<file path="config.mk">
export PLATFORM = sky130hd
export DESIGN_NAME = motor_pwm_ctrl
export DESIGN_NICKNAME = d
export VERILOG_FILES = /design/src/rtl/motor_pwm_pkg.sv /design/src/rtl/pwm_period_gen.sv /design/src/rtl/motor_pwm_ctrl.sv
export SDC_FILE = /design/constraint.sdc
export NUM_CORES = 1
export LEC_CHECK = 0
export CORE_MARGIN = 2
export CORE_UTILIZATION = 58
export CTS_BUF_LIST = sky130_fd_sc_hd__clkbuf_8
export DETAILED_ROUTE_END_ITERATION = 7
export PLACE_DENSITY = 0.86
export SLEW_MARGIN = 30
export SYNTH_ARGS = -nofsm -noshare
export SYNTH_HDL_FRONTEND = slang
export SYNTH_SLANG_ARGS = --single-unit
export TNS_END_PERCENT = 5
</file>
<file path="constraint.sdc">
create_clock -name clock -period 7.6 [get_ports clock]
set_clock_uncertainty 0.05 [all_clocks]
set_input_delay 2.28 -clock clock [delete_from_list [all_inputs] [get_ports clock]]
set_output_delay 2.28 -clock clock [all_outputs]
set_load 0.01 [all_outputs]
</file>
<file path="src/rtl/motor_pwm_pkg.sv">
// Shared types and constants for the per-motor PWM controller.
package motor_pwm_pkg;

    localparam int unsigned PWM_BITS = 5;
    localparam logic [PWM_BITS-1:0] PWM_MAX = 5'd31;

    typedef enum logic [2:0] {
        StIdle,
        StRun,
        StReverse,
        StBrake,
        StFault
    } state_e;

    // One duty step toward a target, never past it.
    function automatic logic [PWM_BITS-1:0] step_toward(input logic [PWM_BITS-1:0] cur,
                                                        input logic [PWM_BITS-1:0] tgt);
        if (cur < tgt) begin
            return cur + 1'b1;
        end else if (cur > tgt) begin
            return cur - 1'b1;
        end else begin
            return cur;
        end
    endfunction

endpackage

</file>
<file path="src/rtl/pwm_period_gen.sv">
// PWM timebase: prescaler of CLK_DIV clocks, 5-bit wrapping counter and period_end strobe.
module pwm_period_gen
    import motor_pwm_pkg::*;
#(
    parameter int unsigned CLK_DIV = 8
) (
    input  logic                clock,
    input  logic                reset_n,
    output logic [PWM_BITS-1:0] counter,
    output logic                period_end
);

    localparam logic [7:0] PrescLast = 8'(CLK_DIV - 1);

    logic [7:0]          presc_q, presc_d;
    logic [PWM_BITS-1:0] cnt_q, cnt_d;
    logic                tick;

    always_comb begin
        tick    = (presc_q == PrescLast);
        presc_d = tick ? 8'd0 : presc_q + 8'd1;
        cnt_d   = tick ? cnt_q + 1'b1 : cnt_q;
    end

    always_ff @(posedge clock or negedge reset_n) begin
        if (!reset_n) begin
            presc_q <= '0;
            cnt_q   <= '0;
        end else begin
            presc_q <= presc_d;
            cnt_q   <= cnt_d;
        end
    end

    assign counter    = cnt_q;
    assign period_end = tick && (cnt_q == PWM_MAX);

endmodule

</file>
<file path="src/rtl/motor_pwm_ctrl.sv">
// Brushed-motor H-bridge PWM controller with brake, safe reversal and fault latch-off.
// Duty ramping is built when MOTOR_PWM_CTRL_RAMP_EN is defined; otherwise duty loads directly.
module motor_pwm_ctrl
    import motor_pwm_pkg::*;
#(
    parameter int unsigned CLK_DIV      = 8,
    parameter int unsigned RAMP_PERIODS = 4
) (
    input  logic       clock,
    input  logic       reset_n,
    input  logic [4:0] pwm_target,
    input  logic       enable_req,
    input  logic       brake_req,
    input  logic       direction_req,
    input  logic       fault_in,
    input  logic       fault_clear,
    output logic       pwm_out,
    output logic       enable_out,
    output logic       brake_out,
    output logic       direction_out,
    output logic [4:0] duty_applied,
    output logic       fault_latched,
    output logic       busy
);

    if (CLK_DIV == 0 || CLK_DIV > 255 || RAMP_PERIODS == 0 || RAMP_PERIODS > 255) begin : g_bad_cfg
        $error("motor_pwm_ctrl: CLK_DIV and RAMP_PERIODS must lie in 1..255");
    end

    state_e              state_q, state_d;
    logic [PWM_BITS-1:0] duty_q, duty_d;
    logic                dir_q, dir_d;
    logic                pwm_q, pwm_d;
    logic                fault_meta_q, fault_sync_q;
    logic [PWM_BITS-1:0] counter;
    logic                period_end;
    logic                dir_mismatch;

`ifdef MOTOR_PWM_CTRL_RAMP_EN
    localparam logic [7:0] RampLast = 8'(RAMP_PERIODS - 1);
    logic [7:0] ramp_q, ramp_d;
`else
    logic dead_q, dead_d;
`endif

    pwm_period_gen #(
        .CLK_DIV(CLK_DIV)
    ) u_period_gen (
        .clock     (clock),
        .reset_n   (reset_n),
        .counter   (counter),
        .period_end(period_end)
    );

    always_ff @(posedge clock or negedge reset_n) begin
        if (!reset_n) begin
            fault_meta_q <= 1'b0;
            fault_sync_q <= 1'b0;
        end else begin
            fault_meta_q <= fault_in;
            fault_sync_q <= fault_meta_q;
        end
    end

    assign dir_mismatch = (direction_req != dir_q);

    always_comb begin
        state_d = state_q;
        duty_d  = duty_q;
        dir_d   = dir_q;
`ifdef MOTOR_PWM_CTRL_RAMP_EN
        ramp_d  = ramp_q;
`else
        dead_d  = dead_q;
`endif
        if (fault_sync_q) begin
            state_d = StFault;
            duty_d  = '0;
        end else begin
            unique case (state_q)
                StIdle: begin
                    duty_d = '0;
                    if (enable_req) begin
                        state_d = StRun;
`ifdef MOTOR_PWM_CTRL_RAMP_EN
                        ramp_d  = '0;
`endif
                    end
                end
                StFault: begin
                    if (fault_clear) begin
                        state_d = StIdle;
                    end
                end
                StRun, StReverse, StBrake: begin
                    if (!enable_req) begin
                        state_d = StIdle;
                        duty_d  = '0;
                    end else if (brake_req) begin
                        state_d = StBrake;
                        duty_d  = '0;
                    end else if (state_q == StBrake) begin
                        state_d = StRun;
`ifdef MOTOR_PWM_CTRL_RAMP_EN
                        ramp_d  = '0;
`endif
                    end else if (state_q == StRun) begin
`ifdef MOTOR_PWM_CTRL_RAMP_EN
                        if (dir_mismatch) begin
                            state_d = StReverse;
                        end else if (period_end) begin
                            if (ramp_q == RampLast) begin
                                ramp_d = '0;
                                duty_d = step_toward(duty_q, pwm_target);
                            end else begin
                                ramp_d = ramp_q + 8'd1;
                            end
                        end
`else
                        if (dir_mismatch) begin
                            state_d = StReverse;
                            duty_d  = '0;
                            dead_d  = 1'b0;
                        end else if (period_end) begin
                            duty_d = pwm_target;
                        end
`endif
                    end else begin
`ifdef MOTOR_PWM_CTRL_RAMP_EN
                        if (!dir_mismatch) begin
                            state_d = StRun;
                        end else if (period_end) begin
                            if (duty_q == '0) begin
                                dir_d   = ~dir_q;
                                state_d = StRun;
                                ramp_d  = '0;
                            end else if (ramp_q == RampLast) begin
                                ramp_d = '0;
                                duty_d = duty_q - 1'b1;
                            end else begin
                                ramp_d = ramp_q + 8'd1;
                            end
                        end
`else
                        // First period_end closes the partial period, the second ends the dead time.
                        if (!dir_mismatch) begin
                            state_d = StRun;
                        end else if (period_end) begin
                            if (dead_q) begin
                                dir_d   = ~dir_q;
                                state_d = StRun;
                            end else begin
                                dead_d = 1'b1;
                            end
                        end
`endif
                    end
                end
                default: begin
                    state_d = StIdle;
                    duty_d  = '0;
                end
            endcase
        end
        // Computed from next state so brake/fault/disable silence the output immediately.
        pwm_d = (state_d == StRun) && (counter < duty_d);
    end

    always_ff @(posedge clock or negedge reset_n) begin
        if (!reset_n) begin
            state_q <= StIdle;
            duty_q  <= '0;
            dir_q   <= 1'b0;
            pwm_q   <= 1'b0;
        end else begin
            state_q <= state_d;
            duty_q  <= duty_d;
            dir_q   <= dir_d;
            pwm_q   <= pwm_d;
        end
    end

`ifdef MOTOR_PWM_CTRL_RAMP_EN
    always_ff @(posedge clock or negedge reset_n) begin
        if (!reset_n) begin
            ramp_q <= '0;
        end else begin
            ramp_q <= ramp_d;
        end
    end

    assign busy = (state_q == StReverse) || ((state_q == StRun) && (duty_q != pwm_target));
`else
    always_ff @(posedge clock or negedge reset_n) begin
        if (!reset_n) begin
            dead_q <= 1'b0;
        end else begin
            dead_q <= dead_d;
        end
    end

    assign busy = (state_q == StReverse);
`endif

    assign pwm_out       = pwm_q;
    assign enable_out    = (state_q == StRun) || (state_q == StReverse) || (state_q == StBrake);
    assign brake_out     = (state_q == StBrake);
    assign fault_latched = (state_q == StFault);
    assign direction_out = dir_q;
    assign duty_applied  = duty_q;

endmodule

</file>
After elaboration in Yosys (flattened, before gate mapping)
Cells that the tools add are included.
{"block": "totals", "regBits": 26, "inputBits": 12, "output_inout_bits": 11, "elab_cells": 59}
{"block": "op_classes", "addsub": 2, "magnitude_cmp": 1, "eq_ne": 8, "n_mux": 25, "bitwise_logic": 5, "reduce_logical": 9}
{"operator": "$mux 5", "count": 7}
{"operator": "$mux 3", "count": 11}
{"operator": "$pmux 5 s2", "count": 1}
{"operator": "$pmux 3 s3", "count": 1}
{"operator": "$reduce_and 9->1", "count": 1}
{"operator": "$add 8x1->8 const B", "count": 1}
{"operator": "$eq 8x3->1 const B", "count": 1}
{"operator": "$mux 8", "count": 1}
{"operator": "$reduce_and 7->1", "count": 1}
{"operator": "$eq 3x1->1 const B", "count": 2}
{"operator": "$eq 3x2->1 const B", "count": 2}
{"operator": "$add 5x1->5 const B", "count": 1}
{"operator": "$eq 5x5->1 const B", "count": 1}
{"operator": "$lt 5x5->1", "count": 1}
{"operator": "$not 1->1", "count": 5}
{"operator": "$mux 1", "count": 4}
{"operator": "$eq 3x3->1 const B", "count": 1}
{"operator": "$logic_not 3->1", "count": 1}
{"operator": "$reduce_or 3->1", "count": 1}
{"operator": "$logic_and 1x1->1", "count": 2}
{"operator": "$logic_or 1x1->1", "count": 2}
{"operator": "$reduce_bool 2->1", "count": 1}
{"operator": "$ne 1x1->1", "count": 1}

Depth between registers and ports, before layout
Gate-level depths: netlist of the first run.
{"block": "logic_depth", "depth_word": 12, "ltp_mapped": 14, "ltp_nobuf": 14}

Modules after synthesis
A second synthesis of the first run with hierarchy kept.
{"block": "unflattened", "cells_unflattened": 134, "area_unflattened_um2": 1427.6}
{"mod": "motor_pwm_ctrl", "instances": 1, "cells_per_inst": 89, "area_per_inst_um2": 838.3, "seq_area_each_um2": 325.3}
{"mod": "pwm_period_gen", "instances": 1, "cells_per_inst": 45, "area_per_inst_um2": 589.3, "seq_area_each_um2": 325.3}

Least setup slack after synthesis of the first run
OpenSTA, ideal clock, no wires.
{"block": "synth_timing", "path_kind": "input to register", "start": "in brake_req", "end": "reg pwm_q, in the netlist pwm_out", "arrival_ns": 4.420, "required_ns": 7.473, "setup_slack_ns": 3.052, "path_stages": 10, "path_cell_list": "or4b_2 -> o211ai_1 -> nand2_1 -> a21o_1 -> ha_1 -> a21o_1 -> a21o_1 -> a211oi_1 -> o211ai_1 -> a21oi_1"}
{"block": "synth_via", "elab_chain_len": 6}
{"item": "start: declaration", "line_no": "motor_pwm_ctrl.sv:13", "rtl": "input logic brake_req,"}
{"item": "$mux 5 or $mux 3 (tied branches)", "line_no": "motor_pwm_ctrl.sv:99", "rtl": "end else if (brake_req) begin"}
{"item": "$mux 5 or $mux 3 (tied branches)", "line_no": "motor_pwm_ctrl.sv:96", "rtl": "if (!enable_req) begin"}
{"item": "$pmux 5 s2 or $pmux 3 s3 (tied branches)", "line_no": "motor_pwm_ctrl.sv:80", "rtl": "unique case (state_q)"}
{"item": "$mux 5 or $mux 3 (tied branches)", "line_no": "motor_pwm_ctrl.sv:76", "rtl": "if (fault_sync_q) begin"}
{"item": "$lt 5x5->1 or $eq 3x1->1 (tied branches)", "line_no": "motor_pwm_ctrl.sv:166", "rtl": "pwm_d = (state_d == StRun) && (counter < duty_d);"}
{"item": "$logic_and 1x1->1 *", "line_no": "motor_pwm_ctrl.sv:166"}
{"item": "named net pwm_d", "line_no": "motor_pwm_ctrl.sv:33", "rtl": "logic pwm_q, pwm_d;"}
{"item": "end signal: assignment", "line_no": "motor_pwm_ctrl.sv:179", "rtl": "pwm_q <= pwm_d;"}
{"item": "end: declaration", "line_no": "motor_pwm_ctrl.sv:33"}
The timed path passes the listed nets; every way through them passes the cells marked *.
A chain may end at the register's enable or synchronous reset.

Worst setup path after layout of the first run
{"block": "layout_timing", "start": "in direction_req", "end": "reg pwm_q, in the netlist pwm_out"}
{"block": "layout_via", "elab_chain_len": 10}
{"item": "start: declaration", "line_no": "motor_pwm_ctrl.sv:14", "rtl": "input logic direction_req,"}
{"item": "$ne 1x1->1 *", "line_no": "motor_pwm_ctrl.sv:65", "rtl": "assign dir_mismatch = (direction_req != dir_q);"}
{"item": "$mux 5 (tied with other cells)", "line_no": "motor_pwm_ctrl.sv:120", "rtl": "if (dir_mismatch) begin"}
{"item": "$mux 5 or $mux 3 (tied branches)", "line_no": "motor_pwm_ctrl.sv:107", "rtl": "end else if (state_q == StRun) begin"}
{"item": "$mux 5 or $mux 3 (tied branches)", "line_no": "motor_pwm_ctrl.sv:102", "rtl": "end else if (state_q == StBrake) begin"}
{"item": "$mux 5 or $mux 3 (tied branches)", "line_no": "motor_pwm_ctrl.sv:99"}
{"item": "$mux 5 or $mux 3 (tied branches)", "line_no": "motor_pwm_ctrl.sv:96"}
{"item": "$pmux 5 s2 or $pmux 3 s3 (tied branches)", "line_no": "motor_pwm_ctrl.sv:80"}
{"item": "$mux 5 or $mux 3 (tied branches)", "line_no": "motor_pwm_ctrl.sv:76"}
{"item": "$lt 5x5->1 or $eq 3x1->1 (tied branches)", "line_no": "motor_pwm_ctrl.sv:166"}
{"item": "$logic_and 1x1->1 *", "line_no": "motor_pwm_ctrl.sv:166"}
{"item": "named net pwm_d", "line_no": "motor_pwm_ctrl.sv:33"}
Marks and branches as above.

==> reports/results.ini, run 1 <==
[outcome]
status = finished, final reports clean

[setup_path]
start_kind = input port
worstRegToRegCells = 14
cp-end-kind = register
timing.rr.start = u_period_gen.counter[0]
reg2reg_slack_ns = 3.95
critPathMaxFanout = 6
r2r_end = pwm_out
path_class = input port to register
critPathRequiredTime_ns = 7.75
cp.arrival_ns = 5.42

[synth]
ys_seq_elements = 26
yosysUniqueCellTypes = 38
ys_warn_count = 0
ys_async_sr_fraction_pct = 100
ys_seq_area_share_pct = 48.1
netlist_area_mm2 = 0.00135
synth_nets = 140
netlist_instances = 121
synth_ff_type = dfrtp_1
synth_area_per_cell_um2 = 11.2
synth_edf_count = 0

[drt]
drt_iter0_markers = 36
postRouteWirelength_mm = 2.92
antenna_left = 0
dr.pass1.iters = 4
drt_drc_violations_left = 0
routed_via_density = 5.89
avgRoutedWirePerCell_um = 16.8
vias = 1025

[min_path]
min_from = fault_meta_q
min_path_cells = 0
hp-class = register to register
holdPathEnd = fault_sync_q

[clock_network]
cts_tree = done
cts_buffers = 3
clkTransAtPathRegs_ns = 0.08
postCtsSetupBuffers = 0
h-tree-depth = 1
cts_resized = 0
hold_buffers = 0
clockBufferDepth = 2
cts_root_buffer = clkbuf_8
clock_sinks = 26
clkLatencyLatePin_ns = 0.27

[sta]
rsz0062_at_grt = false
hold_viol_final = 0
setup_viol_count_final = 0
tns_ns = 0
drv_slew = 0
max_slew_margin_pct = 61.7
fin_crit_sh_pct = 69.4
layout_min_cycle_time_ns = 5.28
worst_slew_pin_slew_ns = 0.572
hold_ws_ns = 0.309
max_freq_mhz = 189

[global_routing]
grt_overflow = 0
grt_pass1_vias = 1038
grt_pass1_wl_mm = 4.85
track_usage_pct = 25.0
grt_antenna_before_repair = 0
grt_max_degree = 27

[cells_and_area]
fill_cells = 161
final_common_cell = dfrtp_1
syn_to_final_growth_pct = 21.8
diodes = 0
fin_nets = 166
final_cell_mix = dfrtp_1 (26), clkdlybuf4s50_1 (21), nor2_1 (10), nand2_1 (9)
drive_gt1_share_pct = 13.0

[power_and_ir_drop]
irDropWorstVdd_v = 0.000142
p_leak_uw = 0.000694
p_per_area_mw_per_mm2 = 151

[place]
hpwlAfterDp_mm = 2.19
io_buffers = 22
gp_congestion = 0.800

[die]
dieArea_mm2 = 0.00273
die_h_um = 52.3
ios = 23
die-width_um = 52.3
start_util_pct = 61.1
coreArea_mm2 = 0.00221
core.rowCount = 17

[flow_run]
drv_cap = 0

-- per-layer routing --
metal / wire length, um / vias up / part of all wire [%] / track usage, %
met4: 40 / 0 / 1.4 / 8.97
met2: 1510 / 38 / 52 / 44.4
met3: 140 / 5 / 4.8 / 3.43
met1: 1230 / 493 / 42 / 30.6
met5: 0 / - / 0 / 0
li1: - / 489 / - / -
-- cell usage after synthesis, types with 2 or more instances --
library cell  instances  area share, %
o211ai_1              2            1.1
nor3b_1               2            1.1
xnor2_1               8            5.2
dfrtp_1              26             48
and2b_2               2            1.3
nand3_1               5            1.8
a21oi_1               8            3.0
nand2_1               9            2.5
ha_1                  7            6.5
a21o_1                6            3.3
or3b_2                3            1.9
and3_1                2           0.92
a211oi_1              2            1.1
inv_1                 2           0.56
nand4_1               2           0.92
nor2_1               10            2.8
mux2_2                2            1.7
xor2_1                3            1.9
-- state kept, by name, indices dropped and copies added (netlist names) --
register              count
dead_q                    1
direction_out             1
duty_applied              5
fault_meta_q              1
fault_sync_q              1
pwm_out                   1
state_q                   3
u_period_gen.counter      5
u_period_gen.presc_q      8
-- worst max-delay path: stages --
cell             delay, ns
clkdlybuf4s50_1       0.41
xnor2_1               0.42
nand4b_1              0.24
o211ai_1              0.50
nand2_1               0.14
a21o_1                0.20
ha_1                  0.33
a21o_1                0.17
a21o_1                0.18
a211oi_1              0.26
o211ai_1              0.13
a21oi_1               0.15
-- worst max path at each step --
stage | to | startpoint | slack [ns] | cells after the start
floorplan | pwm_out | brake_req | 3.05 | 10
global placement | pwm_out | direction_req | 2.42 | 12
detailed placement | pwm_out | direction_req | 2.17 | 12
CTS | pwm_out | direction_req | 2.37 | 12
global route | pwm_out | direction_req | 2.16 | 12
finish | pwm_out | direction_req | 2.32 | 12
-- power by group --
part	switching (uW)	leakage [uW]	internal, uW
combinational	8.15	0.000325	8.66
clock	43.1	0.0000288	46.4
sequential	2.30	0.000340	140
-- per-stage QoR --
stage                     utilization [%]  instance area [um2]  cells  setup WS (ns)  total power, uW
after floorplan                         -                 1350    121           3.05              150
after global placement               72.2                 1600    170           2.42              161
after detailed placement             72.0                 1590    170           2.17              161
after CTS                            74.5                 1650    174           2.37              248
after global routing                 74.5                 1650    174           2.16              254
final                                74.5                 1650    174           2.32              248
-- area by class of cell --
cell class	count	area, um2	area share, %
Clock buffer	4	55.1	3.34
Inverter	2	7.51	0.456
Sequential cell	26	651	39.5
Timing Repair Buffer	22	215	13.1
Multi-Input combinational cell	92	684	41.5
Tap cell	28	35.0	2.13
-- logic make-up after synthesis --
logic type / synth area share (%)
and+or+nand+nor: 24.9
DFF: 48.1
AOI/OAI and AO/OA: 10.5
xor gates and xnor gates: 7.12
adders and majority gates: 6.48
buffers and inverters: 1.30
muxes: 1.67
Note: power is estimated with default switching activity, not from simulation.
==> run 2, diff against run 1 <==
--- a/config.mk
+++ b/config.mk
@@ -6,10 +6,10 @@
 export NUM_CORES = 1
 export LEC_CHECK = 0
 export CORE_MARGIN = 2
-export CORE_UTILIZATION = 58
+export CORE_UTILIZATION = 49
 export CTS_BUF_LIST = sky130_fd_sc_hd__clkbuf_8
 export DETAILED_ROUTE_END_ITERATION = 7
-export PLACE_DENSITY = 0.86
+export PLACE_DENSITY = 0.78
 export SLEW_MARGIN = 30
 export SYNTH_ARGS = -nofsm -noshare
 export SYNTH_HDL_FRONTEND = slang
==> constraint.sdc (replaced) <==
create_clock -name clock -period 4.4 [get_ports clock]
set_clock_uncertainty 0.05 [all_clocks]
set_input_delay 1.32 -clock clock [delete_from_list [all_inputs] [get_ports clock]]
set_output_delay 1.32 -clock clock [all_outputs]
set_load 0.01 [all_outputs]
==> reports/results.ini, run 2 (synthesis gave the netlist of run 1 again) <==
[power_and_ir_drop]
clock_power_share_pct = 35.3
p_comb_share_pct = 7.2
p_per_area_mw_per_mm2 = 255
irDropWorstVdd_v = 0.000225
p_leak_uw = 0.000703
swShare_pct = 20.7
switchingPower_uw = 87.9
intPower_uw = 338
p_seq_share_pct = 57.5

[global_routing]
grt_pass1_vias = 1074
track_usage_pct = 19.7
grt_max_degree = 27
grt_overflow = 0
grt_pass1_wl_mm = 4.87
grt_antenna_before_repair = 0

[clock_network]
cts_root_buffer = clkbuf_8
cts_tree = done
postCtsSetupBuffers = 0
clock_sinks = 26
h-tree-depth = 1
hold_buffers = 0
cts_buffers = 3
cts_resized = 0
clkLatencyLatePin_ns = 0.27
clkTransAtPathRegs_ns = 0.08
clockBufferDepth = 2

[cells_and_area]
final_common_cell = dfrtp_1
fin_nets = 168
largest_reg_flops = 8
regMostFlops = u_period_gen.presc_q
final_cells = 179
drive_gt1_share_pct = 14.2
diodes = 0
syn_to_final_growth_pct = 23.2
final_cell_mix = dfrtp_1 (26), clkdlybuf4s50_1 (21), nor2_1 (10), nand2_1 (9)

[sta]
setup_ws_ns = 0.472
fin_crit_sh_pct = 89.3
max_slew_margin_pct = 61.5
drv_slew = 0
hold_ws_ns = 0.307
max_freq_mhz = 255
tns_ns = 0
layout_min_cycle_time_ns = 3.93
hold_viol_final = 0
setup_viol_count_final = 0
worst_slew_pin_slew_ns = 0.576
rsz0062_at_grt = false

[die]
dieArea_mm2 = 0.00320
ios = 23
start_util_pct = 50.3
die-width_um = 56.5
coreArea_mm2 = 0.00269
die_h_um = 56.5
core.rowCount = 19

[drt]
avgRoutedWirePerCell_um = 14.8
dr.pass1.iters = 4
postRouteWirelength_mm = 2.65
vias = 1021
antenna_left = 0
routed_via_density = 5.70
drt_drc_violations_left = 0
drt_iter0_markers = 32

[setup_path]
slowest_stage = clkdlybuf4s50_1
timing.rr.start = u_period_gen.counter[0]
path_class = input port to register
critPathRequiredTime_ns = 4.55
cp_cell_sequence = clkdlybuf4s50_1, xnor2_1, nand4b_1, and4b_4, nand2_1, a21o_1, ha_1, a21o_1, a21o_1, a211oi_1, o211ai_1, a21oi_1
path_buf_inv = 1
r2r_end = pwm_out
path_delay_family = compound AO/OA/AOI/OAI gates
cp.arrival_ns = 4.08
critPathMaxStageDelay_ns = 0.41
reg2reg_slack_ns = 1.03
start_kind = input port
critPathMaxFanout = 5
cp-end-kind = register
timing.critical_path.mode_cell = a21o_1
worstRegToRegCells = 15

[min_path]
hp-class = register to register
holdPathEnd = fault_sync_q
min_path_cells = 0
min_from = fault_meta_q

[place]
gp_congestion = 0.834
io_buffers = 22
dp_slack_ns = 0.205
placed_cells = 175
hpwlAfterDp_mm = 2.03

[flow_run]
drv_cap = 0

[outcome]
status = finished, final reports clean

==> run 2: cell types whose count changed in the layout (fill, tap and decap cells not counted), sizes merged <==
cell and change:
buf +2
==> run 2: metrics by stage <==
step                total power (uW)  util, %  instance area, um2
floorplan                        259        -                1350
global placement                 281     60.2                1620
detailed placement               280     60.0                1610
CTS                              432     62.0                1670
global route                     443     62.0                1670
finish                           426     62.0                1670
==> run 2: power groups by stage <==
| stage | logic [uW] | registers, uW | clock network (uW) |
|---|---|---|---|
| floorplan | 10.7 | 248 | 0 |
| global placement | 31.2 | 249 | 0 |
| detailed placement | 30.9 | 249 | 0 |
| CTS | 31.0 | 245 | 156 |
| global route | 33.9 | 245 | 164 |
| finish | 30.8 | 245 | 150 |
==> run 2: worst max-delay path by stage <==
stage	startpoint	endpoint	depth (start not counted)
6_report	direction_req	pwm_out	12
5_1_grt	direction_req	pwm_out	12
4_1_cts	direction_req	pwm_out	12
3_5_place_dp	direction_req	pwm_out	12
3_3_place_gp	direction_req	pwm_out	12
2_1_floorplan	brake_req	pwm_out	10
==> run 2: layout make-up <==
| class | instances | area (um2) |
|---|---|---|
| Fill cell | 241 | 1020 |
| Multi-Input combinational cell | 92 | 684 |
| Sequential cell | 26 | 651 |
| Timing Repair Buffer | 24 | 230 |
| Clock buffer | 4 | 55.1 |
| Tap cell | 31 | 38.8 |
| Inverter | 2 | 7.51 |
==> run 2: per-layer routing <==
| metal | global-route usage (%) | wire length, um |
|---|---|---|
| met1 | 24.5 | 1200 |
| met3 | 4.15 | 107 |
| met4 | 8.84 | 54 |
| met2 | 32.7 | 1290 |
| met5 | 0 | 0 |
==> run 2: worst register-to-register path: cells and delay by family, from the launching register on <==
kind                     cells  cell delay (ns)
AND/OR/NAND/NOR              4             1.02
AO/OA/AOI/OAI                7             1.00
adder cells (fa/ha/maj)      3             0.62
flip-flops                   1             0.45
buffers and inverters        1             0.16
==> run 3, diff against run 2 <==
--- a/config.mk
+++ b/config.mk
@@ -5,6 +5,7 @@
 export SDC_FILE = /design/constraint.sdc
 export NUM_CORES = 1
 export LEC_CHECK = 0
+export CAP_MARGIN = 30
 export CORE_MARGIN = 2
 export CORE_UTILIZATION = 49
 export CTS_BUF_LIST = sky130_fd_sc_hd__clkbuf_8
==> results of run 3 <==
The final DEF is identical to that of run 2; final timing and power are the same.
